`src/rtl/obstacle_field.sv`:
```
// -----------------------------------------------------------------------------
// obstacle_field
// Scrolling obstacle generator for the jetpack game. NUM_OBS independent
// obstacle columns share one speed-controlled prescaler. Each column scrolls
// one position per step, and on wrap-around it loads a new gap row from its
// own 8-bit LFSR.
//
// Optional feature macro: OBS_GAP_LIMIT_EN
//   Defined   -> each newly loaded gap is clamped to within +/-2 of that
//                channel's previous gap, so consecutive gaps stay reachable.
//   Undefined -> the gap loads the raw LFSR sample.
//
// Ports:
//   clk        in   1                system clock
//   reset      in   1                asynchronous, active-high reset
//   enable     in   1                1 = scroll, 0 = pause
//   clkSpeed   in   SPEED_W          scroll speed, larger = faster
//   start      out  NUM_OBS*COL_W    packed column positions (ch i at [i*COL_W +: COL_W])
//   gap        out  NUM_OBS*GAP_W    packed gap rows (ch i at [i*GAP_W +: GAP_W])
//   pass_pulse out  NUM_OBS          one-cycle pulse when a channel wraps
//   tick       out  1                one-cycle pulse on every scroll step
// -----------------------------------------------------------------------------
module obstacle_field #(
  parameter int         NUM_OBS   = 2,
  parameter int         COL_W     = 4,
  parameter int         GAP_W     = 3,
  parameter int         PRESC_W   = 8,
  parameter int         SPEED_W   = 4,
  parameter logic [7:0] SEED_BASE = 8'hA5
) (
  input  logic                       clk,
  input  logic                       reset,
  input  logic                       enable,
  input  logic [SPEED_W-1:0]         clkSpeed,
  output logic [NUM_OBS*COL_W-1:0]   start,
  output logic [NUM_OBS*GAP_W-1:0]   gap,
  output logic [NUM_OBS-1:0]         pass_pulse,
  output logic                       tick
);

  localparam logic [COL_W-1:0] COL_MAX = '1;

  logic [PRESC_W-1:0] r_cnt;
  logic [7:0]         r_lfsr  [NUM_OBS];
  logic [COL_W-1:0]   r_start [NUM_OBS];
  logic [GAP_W-1:0]   r_gap   [NUM_OBS];
  logic [NUM_OBS-1:0] r_pass;
  logic               r_tick;

  logic [PRESC_W-1:0] w_term;
  logic               w_step;

  // Per-channel seed; an all-zero seed would lock the LFSR, so it is replaced.
  function automatic logic [7:0] seed_f(input int i);
    logic [7:0] s;
    s = 8'(int'(SEED_BASE) + 29 * i);
    if (s == 8'h00) s = 8'h01;
    return s;
  endfunction

  // Fibonacci LFSR, x^8+x^6+x^5+x^4+1: feedback from bits 7,5,4,3.
  function automatic logic [7:0] lfsr_next(input logic [7:0] v);
    return {v[6:0], v[7] ^ v[5] ^ v[4] ^ v[3]};
  endfunction

  // Columns start evenly spread over the field.
  function automatic logic [COL_W-1:0] start_init(input int i);
    return COL_W'((i * (1 << COL_W)) / NUM_OBS);
  endfunction

  function automatic logic [GAP_W-1:0] gap_init(input int i);
    return GAP_W'((5 * i) % (1 << GAP_W));
  endfunction

`ifdef OBS_GAP_LIMIT_EN
  // Clamp the new gap to old +/- 2, evaluated one bit wider so nothing wraps.
  function automatic logic [GAP_W-1:0] gap_limit(input logic [GAP_W-1:0] new_g,
                                                 input logic [GAP_W-1:0] old_g);
    logic [GAP_W:0] n, o, r;
    n = {1'b0, new_g};
    o = {1'b0, old_g};
    if (n > o + (GAP_W+1)'(2))
      r = o + (GAP_W+1)'(2);
    else if (n + (GAP_W+1)'(2) < o)
      r = o - (GAP_W+1)'(2);
    else
      r = n;
    if (r > {1'b0, {GAP_W{1'b1}}})
      r = {1'b0, {GAP_W{1'b1}}};
    return r[GAP_W-1:0];
  endfunction
`endif

  // Faster speed lowers the terminal count. The >= test means a speed-up that
  // drops the terminal below the current count steps immediately instead of
  // waiting for the counter to wrap.
  assign w_term = {PRESC_W{1'b1}} - (PRESC_W'(clkSpeed) << (PRESC_W - SPEED_W));
  assign w_step = enable && (r_cnt >= w_term);

  always_ff @(posedge clk or posedge reset) begin
    if (reset) begin
      r_cnt  <= '0;
      r_tick <= 1'b0;
      r_pass <= '0;
      for (int i = 0; i < NUM_OBS; i++) begin
        r_lfsr[i]  <= seed_f(i);
        r_start[i] <= start_init(i);
        r_gap[i]   <= gap_init(i);
      end
    end else begin
      r_tick <= w_step;
      r_pass <= '0;
      // LFSRs free-run regardless of enable so pauses still shuffle the gaps.
      for (int i = 0; i < NUM_OBS; i++)
        r_lfsr[i] <= lfsr_next(r_lfsr[i]);
      if (w_step) begin
        r_cnt <= '0;
        for (int i = 0; i < NUM_OBS; i++) begin
          r_start[i] <= r_start[i] + COL_W'(1);
          if (r_start[i] == COL_MAX) begin
            r_pass[i] <= 1'b1;
`ifdef OBS_GAP_LIMIT_EN
            r_gap[i]  <= gap_limit(r_lfsr[i][GAP_W-1:0], r_gap[i]);
`else
            r_gap[i]  <= r_lfsr[i][GAP_W-1:0];
`endif
          end
        end
      end else if (enable) begin
        r_cnt <= r_cnt + PRESC_W'(1);
      end
    end
  end

  genvar g;
  generate
    for (g = 0; g < NUM_OBS; g++) begin : g_pack
      assign start[g*COL_W +: COL_W] = r_start[g];
      assign gap[g*GAP_W +: GAP_W]   = r_gap[g];
    end
  endgenerate

  assign pass_pulse = r_pass;
  assign tick       = r_tick;

endmodule

```
`config.mk`:
```
export PLATFORM = sky130hd
export DESIGN_NAME = obstacle_field
export DESIGN_NICKNAME = d
export VERILOG_FILES = /design/src/rtl/obstacle_field.sv
export SDC_FILE = /design/constraint.sdc
export NUM_CORES = 1
export LEC_CHECK = 0
export CORE_ASPECT_RATIO = 0.7
export CORE_UTILIZATION = 53
export DETAILED_ROUTE_END_ITERATION = 10
export GPL_ROUTABILITY_DRIVEN = 0
export PLACE_DENSITY = 0.78
export RECOVER_POWER = 100
export SYNTH_ARGS = -nofsm -noshare
export SYNTH_HDL_FRONTEND = slang
export SYNTH_SLANG_ARGS = --single-unit
export TNS_END_PERCENT = 30
```
`constraint.sdc`:
```
create_clock -name clk -period 2.5 [get_ports clk]
set_clock_uncertainty 0.1 [all_clocks]
set_input_delay 0.25 -clock clk [delete_from_list [all_inputs] [get_ports clk]]
set_output_delay 0.25 -clock clk [all_outputs]
set_load 0.005 [all_outputs]
```
==> impl_metrics.json, run 1 <==
{
  "path_clk_slew_ns": 0.08,
  "status": "completed",
  "yosysWarnings": 0,
  "rows": 16,
  "use_met2": 0.2848,
  "cts_tree": "done",
  "synth_enable_flop_cells": 0,
  "syn_area_per_cell_um2": 15.25,
  "hp-start": "r_lfsr[6]",
  "arrival_ns": 2.23,
  "critical_path_class": "flip-flop to flip-flop",
  "wirelength_mm": 2.605,
  "setup_viol": 0,
  "core_area_um2": 2903,
  "synth.most_common_cell": "dfrtp_1",
  "grt_max_degree": 42,
  "postCtsHoldBufs": 0,
  "die_h_um": 49.08,
  "vias": 926,
  "sw_frac_of_total": 0.2721,
  "h-tree-depth": 2,
  "clockPowerShare": 0.309,
  "yosys.area.top_type": "dfrtp_1",
  "vdd_drop_max_uv": 477.5,
  "drv_slew": 0,
  "diodes": 0,
  "hold_depth": 0,
  "worst-r2r-cell-count": 5,
  "io_pins": 24,
  "hold_slack_ns": 0.2587,
  "synth_cell_types": 27,
  "grt_pass1_wl_mm": 4.560,
  "grtUsageMet3": 0.06818,
  "power.density_nw_per_um2": 806.1,
  "dr.pass1.iters": 4,
  "cts_resized": 0,
  "netlist_top_cells_area": "dfrtp_1 46%, dfstp_2 16%, xnor2_1 5.7%",
  "cts_root_buf": "clkbuf_8",
  "combPwrFrac": 0.173,
  "grt_pass1_vias": 991,
  "ff_latch_area_um2": 1039,
  "ys.flop_type": "dfrtp_1",
  "p_int_w": 0.001191,
  "power_leakage_nw": 1.029,
  "cp-end-kind": "flip-flop",
  "vias_per_cell": 5.232,
  "drc": 0,
  "fin_crit_ns": 2.144,
  "power_switching_w": 0.0004452,
  "grt_antenna_before_repair": 0,
  "die-area_um2": 3398,
  "synth_top_area_share": 0.4623,
  "nNetsFinal": 154,
  "met1_usage": 0.2308,
  "fillers": 205,
  "hold_viol": 0,
  "cp-start-kind": "flip-flop",
  "port_buffers": 23,
  "ant_nets": 0,
  "cp_max_fo": 8,
  "ys_ff_latch": 41,
  "syn_nets": 124,
  "chipWidth_um": 69.25,
  "synthArstFlopShare": 1.000,
  "wl_per_cell_um": 14.72,
  "cts_buffers": 5,
  "worstMarginPinSlew_ns": 0.9421,
  "timing.final.crit_share": 0.8575,
  "drive_gt1_frac": 0.2199,
  "crit_start": "r_cnt[7]",
  "seq_power_share": 0.517,
  "multiInputGateArea_um2": 591.8,
  "maxCapViolations": 0,
  "rsz0062_at_grt": "no",
  "rrSetupSlack_ns": 0.36,
  "initial_utilization": 0.5780,
  "grt_most_used_layer": "met2",
  "grt_overflow": 0,
  "dpl_cell_area_um2": 1949,
  "setup-tns-final_ns": 0,
  "final_area_um2": 2029,
  "drt_first_iter_violations": 24,
  "clockBufferDepth": 2,
  "insertion_delay_ns": 0.29,
  "ys_seq_area_frac": 0.6189,
  "netlist_area_um2": 1678,
  "yosys-top-cells-count": "31 x dfrtp_1, 11 x xnor2_1, 10 x dfstp_2, 8 x nor2_1, 7 x ha_1",
  "synth_cells": 110,
  "min_path_type": "flip-flop to flip-flop",
  "crit_required_ns": 2.58,
  "fmax_ghz": 0.4665,
  "relSlewSlack": 0.3719,
  "reg2reg_from": "r_cnt[7]",
  "grt_usage": 0.1803,
  "cts_setup_buffers": 0,
  "area_growth_pct": 20.95,
  "clock_sinks": 41
}
path summary, 6_finish.rpt:
check	end
min in group asynchronous	r_lfsr[12]
setup / recovery	gap[0]
hold / removal	r_lfsr[7]
hold reg to reg	r_lfsr[7]
setup reg to reg	gap[0]
max in group asynchronous	pass_pulse[1]
power groups by stage:
stage,Clock [W],Combinational (W),Sequential [W]
floorplan,0,0.000191,0.000841
global placement,0,0.000286,0.000860
detailed placement,0,0.000300,0.000860
CTS,0.000518,0.000304,0.000849
global route,0.000545,0.000318,0.000861
finish,0.000506,0.000284,0.000846
placed cells by master, fill, tap and decap left out:
master,n
a21oi_1,2
bufinv_16,1
clkbuf_1,1
clkbuf_2,1
clkbuf_8,5
clkdlybuf4s50_1,6
clkinv_2,1
dfrtp_1,31
dfstp_1,1
dfstp_2,9
dlygate4sd3_1,17
ha_1,7
inv_1,2
inv_2,1
mux2_1,3
mux2_2,3
mux2_4,3
nand2_1,5
nand3_2,1
nand4_1,2
nand4_4,1
nor2_1,8
nor2_8,1
nor3_1,2
o2111a_4,1
o2111ai_1,3
o21ai_0,2
o22ai_4,1
o2bb2ai_1,1
or2_4,1
xnor2_1,11
xor2_1,6
xor2_2,1
per-layer routing:
metal	share of wire	wire length, µm
met1	0.48	1263
met4	0.012	32
met3	0.039	102
met5	0	0
met2	0.46	1206
layout make-up:
class / instances / area share
clock buffer: 6 / 0.03576
clock inverter: 2 / 0.01726
inverter: 3 / 0.005549
multi-input combinational: 65 / 0.2916
sequential: 41 / 0.5117
tap: 36 / 0.02219
timing repair buffer: 24 / 0.1159
worst max-delay path, stage by stage, from the launching register on:
cell and delay [ns]:
dfrtp_1 0.40, ha_1 0.32, a21oi_1 0.25, o22ai_4 0.15, o2111ai_1 0.48, mux2_4 0.34
state kept, by name, summed over array words and instances (netlist names):
name / flops
r_cnt: 8
tick: 1
gap: 6
r_lfsr: 16
pass_pulse: 2
start: 8
kinds of logic (layout without fill, tap and decap cells):
kind of cell | Yosys count | count (layout) | synth area share
adder cells (fa/ha/maj) | 7 | 7 | 0.05220
AND/OR/NAND/NOR | 21 | 21 | 0.07830
XOR/XNOR | 18 | 18 | 0.1029
flip-flops | 41 | 41 | 0.6189
buffers and inverters | 4 | 35 | 0.01342
AO/OA/AOI/OAI | 10 | 10 | 0.06712
multiplexers | 9 | 9 | 0.06711
stage by stage:
stage                       util  setup WS, ns  total power [W]  instances
final                     0.6991        0.3562         0.001636        177
after global routing      0.6991        0.2384         0.001725        177
after CTS                 0.7086        0.4704         0.001671        177
after detailed placement  0.6716        0.2088         0.001161        169
after global placement    0.6716        0.2699         0.001146        169
after floorplan                -        0.6117         0.001032        110
(Power assumes the default switching activity.)
==> run 2: changes to the inputs <==
Settings changed: CORE_UTILIZATION 53 to 45, CTS_CLUSTER_DIAMETER from default to 200, PLACE_DENSITY 0.78 to 0.68.
==> run 2 against run 1 <==
Net effect:
- register-to-register slack better by 0.11 ns
- via count decreased by 5.7%
- sequential power increased by 0.5%
- combinational power barely moved
- total power grew 1.8%
- die area increased by 17%
- hold slack improved by 0.0023 ns
- sequential cell count stayed put
- core utilization is 11 points lower
- routed wire length fell by 1.0%
- fmax up 5.4%
- first-iteration DRC count up 79%
- largest cell class unchanged
==> impl_metrics.json, run 2 (synthesis gave the netlist of run 1 again) <==
{
  "seq_power_share": 0.510,
  "core_area_um2": 3536,
  "p_int_w": 0.001222,
  "dr.pass1.iters": 4,
  "cts_buffers": 5,
  "initial_utilization": 0.4745,
  "diodes": 0,
  "status": "completed",
  "grt_pass1_vias": 879,
  "clockBufferDepth": 2,
  "timing.final.crit_share": 0.8138,
  "slowest_stage": "dfrtp_1",
  "setup-tns-final_ns": 0,
  "cp-end-kind": "flip-flop",
  "area_growth_pct": 23.34,
  "grt_antenna_before_repair": 0,
  "rsz0062_at_grt": "no",
  "io_pins": 24,
  "grt_usage": 0.1534,
  "grt_overflow": 0,
  "cts_setup_buffers": 0,
  "wirelength_mm": 2.579,
  "vias": 873,
  "worstMarginPinSlew_ns": 0.9623,
  "nNetsFinal": 154,
  "fmax_ghz": 0.4915,
  "sw_frac_of_total": 0.2660,
  "clock_sinks": 41,
  "chipWidth_um": 74.99,
  "min_path_type": "flip-flop to flip-flop",
  "fin_util": 0.5853,
  "rows": 18,
  "grt_max_degree": 42,
  "drc": 0,
  "vias_per_cell": 4.571,
  "largest_register_ffs": 16,
  "die-area_um2": 3981,
  "dp_worst_setup_slack_ns": 0.2212,
  "vdd_drop_max_uv": 437.9,
  "grt_pass1_wl_mm": 4.236,
  "drive_gt1_frac": 0.1986,
  "h-tree-depth": 2,
  "cts_tree": "done",
  "wl_per_cell_um": 13.50,
  "relSlewSlack": 0.3584,
  "power_leakage_nw": 1.025,
  "port_buffers": 23,
  "power_switching_w": 0.0004428,
  "cp-start-kind": "flip-flop",
  "fin_ws_ns": 0.4654,
  "arrival_ns": 2.10,
  "clockPowerShare": 0.319,
  "insertion_delay_ns": 0.29,
  "drv_slew": 0,
  "largest-register": "r_lfsr",
  "fillers": 293,
  "ant_nets": 0,
  "maxCapViolations": 0,
  "place_hpwl_mm": 1.839,
  "cts_root_buf": "clkbuf_8",
  "cts_resized": 0,
  "die_h_um": 53.09,
  "setup_viol": 0,
  "power_w": 0.001665,
  "critical_path_class": "flip-flop to flip-flop",
  "drt_first_iter_violations": 43,
  "cp_max_fo": 12,
  "postCtsHoldBufs": 0,
  "combPwrFrac": 0.171,
  "final_common_cell": "dfrtp_1",
  "cpPeakStageDelay_ns": 0.42,
  "dpl_cell_area_um2": 1967,
  "power.density_nw_per_um2": 804.5,
  "final_area_um2": 2069,
  "fin_crit_ns": 2.035,
  "layout_common_cells": "31 x dfrtp_1, 17 x dlygate4sd3_1, 11 x xnor2_1",
  "hold_viol": 0,
  "path_clk_slew_ns": 0.07,
  "crit_required_ns": 2.57,
  "path_cells": "ha_1, nand4_1, nor2_8, or2_4, mux2_2"
}
[run 2: cell count changes in the layout (fill, tap and decap cells not counted)]
cell       before  now
mux2_1          3    6
mux2_4          3    0
dfstp_1         1    3
dfstp_2         9    7
clkbuf_8        5    6
clkinv_2        1    0
o2111ai_1       3    2
o2111ai_4       0    1
xor2_1          6    5
xor2_2          1    2
[run 2: path summary, 6_finish.rpt]
path	startpoint	end	slack (ns)	cells after the start
min in group asynchronous	reset	r_lfsr[4]	0.60	3
min	r_lfsr[6]	r_lfsr[7]	0.26	0
max in group asynchronous	reset	r_lfsr[0]	1.11	3
min reg2reg	r_lfsr[6]	r_lfsr[7]	0.26	0
max	r_cnt[6]	start[5]	0.47	5
max reg2reg	r_cnt[6]	start[5]	0.47	5
[run 2: cell type report]
cell class	instances	area, µm²	area share
flip-flops and latches	41	1039	0.5018
well taps	50	62.56	0.03023
clock buffers	7	86.33	0.04172
clock inverters	1	30.03	0.01451
repair buffers	24	235.2	0.1137
inverters	3	11.26	0.005441
multi-input cells	65	605.6	0.2926
[run 2: per-layer routing]
layer / GRT usage / vias to the layer above / routed length (µm)
met4: 0.06604 / 0 / 27
met2: 0.1937 / 15 / 1083
li1: - / 437 / -
met1: 0.2285 / 416 / 1369
met5: 0 / - / 0
met3: 0.05714 / 5 / 98
[run 2: critical path, delay by kind of cell (launching register included)]
family,cells,cell delay [ns]
muxes,1,0.35
DFF,1,0.42
and+or+nand+nor,3,0.72
adders and majority gates,1,0.32
[run 2: per-stage QoR]
step / cells / hold slack (ns)
4_1_cts: 191 / 0.2635
3_3_place_gp: 183 / 0.2401
5_1_grt: 191 / 0.2666
2_1_floorplan: 110 / 0.2330
6_report: 191 / 0.2610
3_5_place_dp: 183 / 0.2506
[run 2: power groups by stage]
stage	combinational, W	sequential, W	clock (W)
floorplan	0.000191	0.000841	0
CTS	0.000301	0.000853	0.000550
global route	0.000327	0.000863	0.000574
finish	0.000284	0.000850	0.000531
global placement	0.000289	0.000860	0
detailed placement	0.000300	0.000863	0
==> run 3: changes to the inputs <==
Clock period 2.5 ns to 2.1 ns, I/O delays scaled along.
==> run 3 against run 2 <==
Net effect:
- combinational power grew 21%
- core utilization grew 0.64 points
- total power grew 17%
- first-iteration DRC count shrank 58%
- critical path type unchanged
- critical endpoint is now gap[4]
- largest cell class unchanged
==> impl_metrics.json, run 3 (synthesis gave the netlist of run 1 again) <==
{
  "hp-start": "r_lfsr[14]",
  "hold_path_end": "r_lfsr[15]",
  "port_buffers": 23,
  "final_common_cell": "dfrtp_1",
  "clock_sinks": 41,
  "layout_common_cells": "31 x dfrtp_1, 17 x dlygate4sd3_1, 11 x xnor2_1",
  "fillers": 323,
  "rsz0062_at_grt": "no",
  "maxCapViolations": 0,
  "die_h_um": 53.09,
  "combPwrFrac": 0.176,
  "grt_antenna_before_repair": 0,
  "hold_viol": 0,
  "initial_utilization": 0.4745,
  "grt_max_degree": 42,
  "timing.final.crit_share": 0.9411,
  "io_pins": 24,
  "core_area_um2": 3536,
  "path_buf_inv": 0,
  "power_switching_w": 0.0005308,
  "die-area_um2": 3981,
  "clockPowerShare": 0.308,
  "p_int_w": 0.001424,
  "cp_max_fo": 5,
  "power_leakage_nw": 1.042,
  "fin_ws_ns": 0.1238,
  "cts_root_buf": "clkbuf_8",
  "slowest_stage": "dfrtp_1",
  "drc": 0,
  "vias_per_cell": 4.724,
  "cpLargestDelayFamily": "compound AO/OA/AOI/OAI gates",
  "rows": 18,
  "sw_frac_of_total": 0.2715,
  "dpl_cell_area_um2": 2004,
  "dp_worst_setup_slack_ns": -0.1150,
  "drive_gt1_frac": 0.2329,
  "power.density_nw_per_um2": 934.6,
  "diodes": 0,
  "critical_path_class": "flip-flop to flip-flop",
  "path_clk_slew_ns": 0.07,
  "postCtsHoldBufs": 0,
  "fin_crit_ns": 1.976,
  "vdd_drop_max_uv": 586.0,
  "cpPeakStageDelay_ns": 0.43,
  "arrival_ns": 2.04,
  "wl_per_cell_um": 13.06,
  "wl_met3_um": 92,
  "insertion_delay_ns": 0.29,
  "maxUsedRoutingLayer": "met4",
  "drv_slew": 0,
  "wirelength_mm": 2.559,
  "fmax_ghz": 0.5060,
  "seq_power_share": 0.515,
  "setup_viol": 0,
  "rrSetupSlack_ns": 0.12,
  "grt_pass1_wl_mm": 4.215,
  "status": "completed",
  "path_cells": "ha_1, a21oi_1, o22ai_4, o2111a_4, mux2_1",
  "dr.pass1.iters": 2,
  "cp-start-kind": "flip-flop",
  "largest-register": "r_lfsr",
  "place_hpwl_mm": 1.856,
  "vias": 926,
  "dr_wl_met2_mm": 1.146,
  "ant_nets": 0,
  "worstMarginPinSlew_ns": 0.9547,
  "r2r_end": "gap[4]",
  "h-tree-depth": 2,
  "cp.depth": 5,
  "cts_resized": 0,
  "chipWidth_um": 74.99,
  "dp_cells": 188,
  "grt_usage": 0.1575,
  "area_growth_pct": 24.68,
  "min_path_type": "flip-flop to flip-flop",
  "largest_register_ffs": 16,
  "hold_depth": 0,
  "cts_buffers": 5,
  "worst-r2r-cell-count": 5,
  "stdcell_count": 196,
  "final_area_um2": 2092,
  "crit_required_ns": 2.17,
  "met1Wirelength_mm": 1.276,
  "clockBufferDepth": 2,
  "relSlewSlack": 0.3635,
  "drt_first_iter_violations": 18,
  "grt_pass1_vias": 874,
  "grt_overflow": 0,
  "cts_setup_buffers": 0,
  "nNetsFinal": 159,
  "cp-end-kind": "flip-flop",
  "cts_tree": "done",
  "reg2reg_from": "r_cnt[5]"
}
## run 3: cell count changes in the layout (fill, tap and decap cells not counted), sizes merged
| cell | delta |
|---|---|
| clkinv | +1 |
| clkbuf | +2 |
| buf | +2 |
## run 3: worst reg2reg max path, stage by stage, from the launching register on
cell and delay [ns]:
dfrtp_1 0.43, ha_1 0.31, a21oi_1 0.25, o22ai_4 0.15, o2111a_4 0.32, mux2_1 0.31
## run 3: through the flow
step / TNS, ns / total power [W] / utilization / hold slack (ns)
finish: 0 / 0.001955 / 0.5916 / 0.2563
global route: 0 / 0.002071 / 0.5916 / 0.2620
CTS: 0 / 0.002001 / 0.5973 / 0.2363
detailed placement: -0.7679 / 0.001387 / 0.5669 / 0.2418
global placement: -0.2605 / 0.001367 / 0.5669 / 0.2402
floorplan: 0 / 0.001228 / - / 0.2330
## run 3: power groups by stage
| stage | clock network, W | registers, W | logic [W] |
|---|---|---|---|
| CTS | 0.000623 | 0.00101 | 0.000368 |
| detailed placement | 0 | 0.00102 | 0.000365 |
| finish | 0.000603 | 0.00101 | 0.000345 |
| global placement | 0 | 0.00102 | 0.000347 |
| floorplan | 0 | 0.00100 | 0.000227 |
| global route | 0.000650 | 0.00103 | 0.000393 |
## run 3: worst max path at each step
stage                   to  slack [ns]         from
detailed placement  gap[4]       -0.11  clkSpeed[3]
CTS                 gap[4]         0.1     r_cnt[5]
global route        gap[4]        0.01     r_cnt[5]
global placement    gap[4]       -0.05  clkSpeed[1]
finish              gap[4]        0.12     r_cnt[5]
floorplan           gap[4]        0.21     r_cnt[5]
## run 3: area by class of cell
class	instances	area, µm²	area share
flip-flops and latches	41	1039	0.4964
multi-input cells	65	605.6	0.2895
repair buffers	29	266.5	0.1274
clock buffers	6	72.57	0.03469
well taps	50	62.56	0.02990
clock inverters	2	35.03	0.01675
inverters	3	11.26	0.005383
## run 3: per-layer routing
layer  up-vias  GRT usage
met1       462     0.2098
met5         -          0
met4         0     0.1038
met2        14     0.2132
li1        445          -
met3         5    0.05714
